File: src/rtl/sram_dmem_resp_if.sv
// sram_dmem_resp_if: LSU-side request/response bus of the SRAM data-memory responder.
interface sram_dmem_resp_if;
    logic        req_valid;
    logic        req_ready;
    logic [15:0] req_addr;
    logic        req_wren;
    logic [3:0]  req_bmask;
    logic [31:0] req_wdata;
    logic        rsp_valid;
    logic [31:0] rsp_rdata;
    modport master (output req_valid, req_addr, req_wren, req_bmask, req_wdata,
                    input  req_ready, rsp_valid, rsp_rdata);
    modport slave  (input  req_valid, req_addr, req_wren, req_bmask, req_wdata,
                    output req_ready, rsp_valid, rsp_rdata);
endinterface

File: src/rtl/sram_dmem_resp.sv
// sram_dmem_resp: serves 32-bit LSU loads/stores as two 16-bit async SRAM half-accesses.
// Optional SRAM_HALF_SKIP_EN skips store halves whose byte lanes are all disabled.
module sram_dmem_resp #(
    parameter int SRAM_AW     = 18,
    parameter int WAIT_CYCLES = 1
) (
    input  logic               clk,
    input  logic               rst,
    sram_dmem_resp_if.slave    bus,
    output logic [SRAM_AW-1:0] sram_addr,
    input  logic [15:0]        sram_dq_i,
    output logic [15:0]        sram_dq_o,
    output logic               sram_dq_oe,
    output logic               sram_ce_n,
    output logic               sram_oe_n,
    output logic               sram_we_n,
    output logic               sram_ub_n,
    output logic               sram_lb_n
);
    typedef enum logic [1:0] {IDLE, LO, HI, RESP} state_e;
    state_e      state_q, state_d;
    logic [2:0]  cnt_q, cnt_d;
    logic [13:0] idx_q, idx_d;
    logic        wr_q, wr_d;
    logic [3:0]  bm_q, bm_d;
    logic [31:0] wd_q, wd_d, rd_q, rd_d;
    logic        act, hi, last, accept;
    logic [1:0]  lanes;
    logic        skip_lo_in, skip_hi_in, skip_hi_q;
`ifdef SRAM_HALF_SKIP_EN
    assign skip_lo_in = bus.req_wren && bus.req_bmask[1:0] == 2'b00;
    assign skip_hi_in = bus.req_wren && bus.req_bmask[3:2] == 2'b00;
    assign skip_hi_q  = wr_q && bm_q[3:2] == 2'b00;
`else
    assign skip_lo_in = 1'b0;
    assign skip_hi_in = 1'b0;
    assign skip_hi_q  = 1'b0;
`endif
    always_comb begin
        act           = state_q == LO || state_q == HI;
        hi            = state_q == HI;
        last          = cnt_q == 3'(WAIT_CYCLES);
        lanes         = hi ? bm_q[3:2] : bm_q[1:0];
        bus.req_ready = state_q == IDLE && rst;
        bus.rsp_valid = state_q == RESP;
        bus.rsp_rdata = rd_q;
        accept        = bus.req_valid && bus.req_ready;
        sram_addr     = {{(SRAM_AW-15){1'b0}}, idx_q, hi};
        sram_dq_o     = hi ? wd_q[31:16] : wd_q[15:0];
        sram_dq_oe    = act && wr_q;
        sram_ce_n     = !act;
        sram_oe_n     = !(act && !wr_q);
        // the final cycle of a store phase releases we_n so data is held past the write edge
        sram_we_n     = !(act && wr_q && |lanes && (WAIT_CYCLES == 0 || !last));
        sram_lb_n     = !(act && (!wr_q || lanes[0]));
        sram_ub_n     = !(act && (!wr_q || lanes[1]));
        state_d       = state_q;
        cnt_d         = cnt_q;
        idx_d         = idx_q;
        wr_d          = wr_q;
        bm_d          = bm_q;
        wd_d          = wd_q;
        rd_d          = rd_q;
        if (accept) begin
            idx_d   = bus.req_addr[15:2];
            wr_d    = bus.req_wren;
            bm_d    = bus.req_bmask;
            wd_d    = bus.req_wdata;
            cnt_d   = 3'd0;
            state_d = skip_lo_in ? (skip_hi_in ? RESP : HI) : LO;
        end
        if (act) begin
            cnt_d   = last ? 3'd0 : cnt_q + 3'd1;
            state_d = last ? ((hi || skip_hi_q) ? RESP : HI) : state_q;
            if (last && !wr_q)
                rd_d = hi ? {sram_dq_i, rd_q[15:0]} : {rd_q[31:16], sram_dq_i};
        end
        if (state_q == RESP)
            state_d = IDLE;
    end
    always_ff @(posedge clk) begin
        if (!rst) begin
            state_q <= IDLE;
            cnt_q   <= 3'd0;
            idx_q   <= 14'd0;
            wr_q    <= 1'b0;
            bm_q    <= 4'd0;
            wd_q    <= 32'd0;
            rd_q    <= 32'd0;
        end else begin
            state_q <= state_d;
            cnt_q   <= cnt_d;
            idx_q   <= idx_d;
            wr_q    <= wr_d;
            bm_q    <= bm_d;
            wd_q    <= wd_d;
            rd_q    <= rd_d;
        end
    end
endmodule

File: src/flat_wrapper.sv
// flat-port wrapper written by rule: the top's interface ports become plain ports
module sram_dmem_resp_flat 
#(
    parameter int SRAM_AW     = 18,
    parameter int WAIT_CYCLES = 1
)
  (clk, rst, sram_addr, sram_dq_i, sram_dq_o, sram_dq_oe, sram_ce_n, sram_oe_n, sram_we_n, sram_ub_n, sram_lb_n, bus_req_valid, bus_req_addr, bus_req_wren, bus_req_bmask, bus_req_wdata, bus_req_ready, bus_rsp_valid, bus_rsp_rdata);
  sram_dmem_resp_if bus_i ();
  input  logic clk;
  input  logic rst;
  output logic [SRAM_AW-1:0] sram_addr;
  input  logic [15:0] sram_dq_i;
  output logic [15:0] sram_dq_o;
  output logic sram_dq_oe;
  output logic sram_ce_n;
  output logic sram_oe_n;
  output logic sram_we_n;
  output logic sram_ub_n;
  output logic sram_lb_n;
  input wire logic [$bits(bus_i.req_valid)-1:0] bus_req_valid;
  input wire logic [$bits(bus_i.req_addr)-1:0] bus_req_addr;
  input wire logic [$bits(bus_i.req_wren)-1:0] bus_req_wren;
  input wire logic [$bits(bus_i.req_bmask)-1:0] bus_req_bmask;
  input wire logic [$bits(bus_i.req_wdata)-1:0] bus_req_wdata;
  output wire logic [$bits(bus_i.req_ready)-1:0] bus_req_ready;
  output wire logic [$bits(bus_i.rsp_valid)-1:0] bus_rsp_valid;
  output wire logic [$bits(bus_i.rsp_rdata)-1:0] bus_rsp_rdata;
  assign bus_i.req_valid = bus_req_valid;
  assign bus_i.req_addr = bus_req_addr;
  assign bus_i.req_wren = bus_req_wren;
  assign bus_i.req_bmask = bus_req_bmask;
  assign bus_i.req_wdata = bus_req_wdata;
  assign bus_req_ready = bus_i.req_ready;
  assign bus_rsp_valid = bus_i.rsp_valid;
  assign bus_rsp_rdata = bus_i.rsp_rdata;
  sram_dmem_resp #(.SRAM_AW(SRAM_AW), .WAIT_CYCLES(WAIT_CYCLES)) u_core (.clk(clk), .rst(rst), .bus(bus_i), .sram_addr(sram_addr), .sram_dq_i(sram_dq_i), .sram_dq_o(sram_dq_o), .sram_dq_oe(sram_dq_oe), .sram_ce_n(sram_ce_n), .sram_oe_n(sram_oe_n), .sram_we_n(sram_we_n), .sram_ub_n(sram_ub_n), .sram_lb_n(sram_lb_n));
endmodule
File: config.mk
export PLATFORM = sky130hd
export DESIGN_NAME = sram_dmem_resp_flat
export DESIGN_NICKNAME = d
export VERILOG_FILES = /design/src/rtl/sram_dmem_resp_if.sv /design/src/rtl/sram_dmem_resp.sv /design/src/flat_wrapper.sv
export SDC_FILE = /design/constraint.sdc
export NUM_CORES = 1
export LEC_CHECK = 0
export ABC_AREA = 1
export CAP_MARGIN = 30
export CORE_UTILIZATION = 44
export CTS_BUF_LIST = sky130_fd_sc_hd__clkbuf_16
export DETAILED_ROUTE_END_ITERATION = 12
export PLACE_DENSITY = 0.82
export SETUP_SLACK_MARGIN = 0.1
export SLEW_MARGIN = 20
export SYNTH_ARGS = -nofsm -noshare
export SYNTH_HDL_FRONTEND = slang
export SYNTH_SLANG_ARGS = --single-unit
File: constraint.sdc
create_clock -name clk -period 1.7 [get_ports clk]
set_input_delay 0.255 -clock clk [delete_from_list [all_inputs] [get_ports clk]]
set_output_delay 0.255 -clock clk [all_outputs]
set_load 0.005 [all_outputs]
After elaboration in Yosys (flattened, before gate mapping) --
Index checks and enable logic that the tools add are counted.
Word-level totals: flip-flop bits (word level) 88, logic and storage cells 51, input bits 72, output and inout port bits 74
Cells by class: mux-type cells 9, bitwise operators 2, equal/unequal tests 5, reduce and logical (&&, ||, !) cells 26, add/sub/neg operators 1
Operator list (number):
- 16-bit 2-to-1 mux | 1
- 1-bit logical AND | 9
- 3-bit 2-to-1 mux | 3
- 2-bit 2-to-1 mux | 4
- 1-bit zero test | 7
- 3-bit AND reduction | 2
- 2-bit equality test (second input constant) | 2
- 2-bit OR reduction | 2
- 3-bit by 1-bit adder with 3-bit output (second input constant) | 1
- 3-bit by 1-bit equality test with 1-bit output (second input constant) | 1
- 1-bit logical OR | 3
- 2-bit by 1-bit equality test with 1-bit output (second input constant) | 1
- 2-bit zero test | 1
- 2-bit != test (second input constant) | 1
- 1-bit inverter | 2
- 2-bit AND reduction | 1
- 2-bit nonzero test | 1
- 1-bit 2-to-1 mux | 1

Longest topological paths before layout --
depth in word-level cells 6, gate-level depth with buffers 11, gate-level depth less buffers 9

Worst setup path before layout --
Ideal clock, no wire load.
path type flip-flop to output port, start point reg u_core.state_q[0], end point out sram_we_n, cell stages (with the launch flop) 11, setup slack 123 ps, required time 1445 ps, buffers on the path 2, arrival time 1322 ps, path through dfxtp_1 > inv_1 > ha_1 > buf_4 > inv_1 > buf_6 > nand2_1 > o21ai_1 > nor2_1 > nor2_1 > nand2_1
On the way: word-level cells in the longest chain between the ends 6, elaborated cells on any way between the ends 9
Ends and longest elaborated chain:
- start: declaration | RTL line sram_dmem_resp.sv:21 | state_e state_q, state_d;
- start signal: assignment | RTL line sram_dmem_resp.sv:91 | state_q <= state_d;
- 2-bit equality test (*) | RTL line sram_dmem_resp.sv:41 | hi = state_q == HI;
- via u_core.hi | RTL line sram_dmem_resp.sv:27 | logic act, hi, last, accept;
- 2-bit 2-to-1 mux / 1-bit logical OR (equally long branches) | RTL line sram_dmem_resp.sv:43, sram_dmem_resp.sv:40
- 2-bit OR reduction / 1-bit logical AND (equally long branches) | RTL line sram_dmem_resp.sv:54 | sram_we_n = !(act && wr_q && |lanes && (WAIT_CYCLES == 0 || !last));
- 1-bit logical AND (*) (2 in series) | RTL line sram_dmem_resp.sv:54
- 1-bit zero test (*) | RTL line sram_dmem_resp.sv:54
- end: declaration | RTL line flat_wrapper.sv:17 | output logic sram_we_n;
The timed path passes the listed nets; every way through them passes the cells marked *.

Worst setup path in the final report --
start point reg u_core.state_q[0], end point out sram_we_n
On the way: word-level cells in the longest chain between the ends 6, elaborated cells on any way between the ends 9
Ends and longest elaborated chain (RTL line):
- 2-bit equality test / 2-bit by 1-bit equality test with 1-bit output (equally long branches) | sram_dmem_resp.sv:40, sram_dmem_resp.sv:41
- 2-bit 2-to-1 mux / 1-bit logical OR (equally long branches) | sram_dmem_resp.sv:43, sram_dmem_resp.sv:40
- 2-bit OR reduction / 1-bit logical AND (equally long branches) | sram_dmem_resp.sv:54
- 1-bit logical AND (*) (2 in series) | sram_dmem_resp.sv:54
- 1-bit zero test (*) | sram_dmem_resp.sv:54
Every way passes the cells marked *; elsewhere a longest branch is shown, timed or not.

==> results.sh <==
export IMPL_slew_violations=0
export IMPL_clock_latency_ps=330
export IMPL_areaGrowthSynthToFinish_pct=67.0
export IMPL_min_period_ps=1870
export IMPL_place_area_um2=5320
export IMPL_antenna_found_initial=0
export IMPL_grt_pass1_vias=3890
export IMPL_dieWidth_um=95.0
export IMPL_die_area_um2=9030
export IMPL_holdCritPathClass="flop to flop"
export IMPL_worstRegToRegCells=11
export IMPL_drc_errors=0
export IMPL_die_y_um=95.0
export IMPL_fmax_mhz=536
export IMPL_cpMaxStageDelayCell="dfxtp_2"
export IMPL_rsz0062_at_grt="true"
export IMPL_ys_seq_area_share_pct=46.3
export IMPL_ctsHoldBuffers=0
export IMPL_wl_per_cell_um=15.5
export IMPL_synthCells=536
export IMPL_h_tree_depth=3
export IMPL_pwr_share_seq_pct=42.5
export IMPL_crit_path_end_kind="output port"
export IMPL_clk_root_buffer_cell="clkbuf_16"
export IMPL_vias=4094
export IMPL_path_class="flop to output port"
export IMPL_synth_distinct_cells=23
export IMPL_ys_top_cells_by_area="dfxtp_1 46%, nand2_1 17%, nand3_1 13%, nor2_1 6.9%, inv_1 3.1%"
export IMPL_dr_wl_met2_mm=6.53
export IMPL_crit_start="u_core.state_q[0]"
export IMPL_power_internal_uw=3960
export IMPL_p_leak_uw=0.00304
export IMPL_clk_pin_slew_ps=60
export IMPL_yosys_register_bits=88
export IMPL_yosys_area_top_type="dfxtp_1"
export IMPL_reg2reg_from="u_core.state_q[0]"
export IMPL_io_buffers=140
export IMPL_grt_max_degree=88
export IMPL_worstPathCellList="inv_4 -> ha_4 -> inv_6 -> buf_6 -> nand2_2 -> o21ai_2 -> nor2_1 -> nor2_1 -> nand2_1 -> buf_2"
export IMPL_grt_first_pass_wirelength_mm=18.6
export IMPL_cts_tree="done"
export IMPL_status="complete, but fails checks"
export IMPL_dr_pass1_iters=5
export IMPL_n_fill_cell=572
export IMPL_synth_warnings=0
export IMPL_arrival_ps=1610
export IMPL_drt_initial_drc_count=213
export IMPL_antenna_left=0
export IMPL_design_core_area_um2=8300
export IMPL_violations="setup timing"
export IMPL_synth_area_um2=3810
export IMPL_cpMostUsedCell="nor2_1"
export IMPL_place_hpwl_mm=7.30
export IMPL_numCtsBuffers=9
export IMPL_crit_family="buffers and inverters"
export IMPL_critPathMaxStageDelay_ps=370
export IMPL_dr_max_layer_used="met4"
export IMPL_final_setup_worst_slack_ps=-165
export IMPL_viasPerCell=5.08
export IMPL_worstPathRequired_ps=1440
export IMPL_cellPowerDensity_nw_per_um2=857
export IMPL_hold_viol=0
export IMPL_nNetsFinal=772
export IMPL_gp_routability_congestion=0.847
export IMPL_syn_avg_cell_area_um2=7.11
export IMPL_p_sw_share_pct=27.3
export IMPL_initial_core_util_pct=45.9
export IMPL_cp_start_kind="flop"
export IMPL_diodes=0
export IMPL_tns_ps=-1240
export IMPL_num_rows=33
export IMPL_critPathBufInv=4
export IMPL_finalClockSkew_ps=5.22
export IMPL_grt_overflow=0
export IMPL_min_path_cells=2
export IMPL_wl_met1_mm=4.91
export IMPL_grtUsageTotal_pct=26.6
export IMPL_maxCapViolations=0
export IMPL_setup_violations=37
export IMPL_clock_sinks=88
export IMPL_ios=146
export IMPL_netSwitchingPower_uw=1490
export IMPL_p_comb_share_pct=22.1
export IMPL_irDropWorstVdd_mv=0.549
export IMPL_detail_route_wirelength_mm=12.5
export IMPL_clockBufferDepth=2
export IMPL_drive_gt1_share_pct=28.5
export IMPL_netlist_area_leader_share_pct=46.3
export IMPL_cp_max_fo=6
export IMPL_min_period_over_period_pct=110
export IMPL_wl_met3_um=822
export IMPL_p_clk_share_pct=35.4
export IMPL_design_area_um2=6360
export IMPL_worstHoldStart="u_core.idx_q[7]"
export IMPL_path_depth=10
[final cells by class]
cell class	instances	area [um2]	share of cell area, %
clock buffer	9	225	3.54
clock inverter	7	66.3	1.04
timing repair buffer	189	1960	30.8
multi-input combinational	374	2070	32.5
sequential	88	1770	27.8
inverter	34	145	2.28
tap	105	131	2.07
[what timing repair did]
item | in CTS | in global routing
buffers inserted | 14 | 5
gates resized for setup | 170 | 99
endpoints found under the setup margin | 51 | 54
pin swaps | 13 | 40
hold endpoints to repair | 0 | 0
gates cloned | 5 | 2
[power by group through the flow]
stage | Combinational [uW] | Clock (uW) | Sequential (uW)
3_3_place_gp | 992 | 0 | 2330
4_1_cts | 1090 | 1960 | 2300
6_report | 1200 | 1930 | 2320
3_5_place_dp | 1020 | 0 | 2340
5_1_grt | 1300 | 2040 | 2330
2_1_floorplan | 490 | 0 | 2330
[logic make-up after synthesis]
kind of cell,synth area share (%)
buf+inv,10.4
fa+ha+maj,1.31
flops,46.3
simple gates,39.5
other cells,0.0985
compound gates,2.50
[layer usage]
metal	vias up	GRT usage [%]
met5	-	0
met4	0	11.6
met3	20	6.70
met2	159	46.3
met1	1924	30.6
li1	1991	-
[stage by stage]
step	setup slack, ps	std cells	power, uW	utilization, %	hold slack [ps]
6_report	-165	806	5450	76.6	468
5_1_grt	-224	806	5670	76.6	488
4_1_cts	-130	801	5350	72.4	451
3_5_place_dp	-230	766	3350	64.1	441
3_3_place_gp	-150	766	3320	64.1	440
2_1_floorplan	123	538	2820	-	393
[flip-flops by register name, indices dropped and copies added (netlist names)]
signal,count
u_core.bm_q,4
u_core.bus.rsp_rdata,32
u_core.state_q,2
u_core.idx_q,14
u_core.cnt_q,3
u_core.wr_q,1
u_core.wd_q,32
[synth_stat cells]
library cell	instances
conb_1	1
dfxtp_1	88
nor2_4	1
inv_2	2
clkbuf_1	7
a21oi_1	9
buf_6	8
nand3_1	99
ha_1	4
nand2_1	171
buf_2	11
o21ai_1	1
nor2_1	70
buf_1	7
nor2_8	2
o21ai_0	9
nand3_2	1
nand2_4	1
nand4_1	2
inv_4	1
buf_4	9
nand3_4	1
inv_1	31
[worst paths after layout]
path	slack, ps	end
max	-170	sram_we_n
max reg2reg	-50	u_core.bus.rsp_rdata[2]
min reg2reg	470	u_core.idx_q[7]
min	470	u_core.idx_q[7]
[cell usage in the layout (no fill, tap or decap), types with 3 or more instances in the layout]
| cell type | synthesis | layout |
|---|---|---|
| clkdlybuf4s50_1 | 0 | 114 |
| nand3_1 | 99 | 98 |
| nand2_1 | 171 | 94 |
| dfxtp_1 | 88 | 86 |
| nor2_1 | 70 | 56 |
| nand2_2 | 0 | 53 |
| inv_1 | 31 | 29 |
| nand2_4 | 1 | 25 |
| buf_2 | 11 | 20 |
| buf_4 | 9 | 20 |
| buf_6 | 8 | 17 |
| nor2_2 | 0 | 12 |
| clkbuf_16 | 0 | 11 |
| a21oi_1 | 9 | 9 |
| buf_12 | 0 | 9 |
| o21ai_0 | 9 | 5 |
| inv_2 | 2 | 4 |
| o21ai_2 | 0 | 4 |
| buf_16 | 0 | 4 |
| nor2_4 | 1 | 3 |
| conb_1 | 1 | 3 |
[worst register-to-register path: cells and delay by family (launching register included)]
| family | cells | cell delay [ps] |
|---|---|---|
| fa+ha+maj | 1 | 280 |
| buf+inv | 4 | 400 |
| flops | 1 | 370 |
| simple gates | 6 | 590 |
Note: power is estimated with default switching activity, not from simulation.
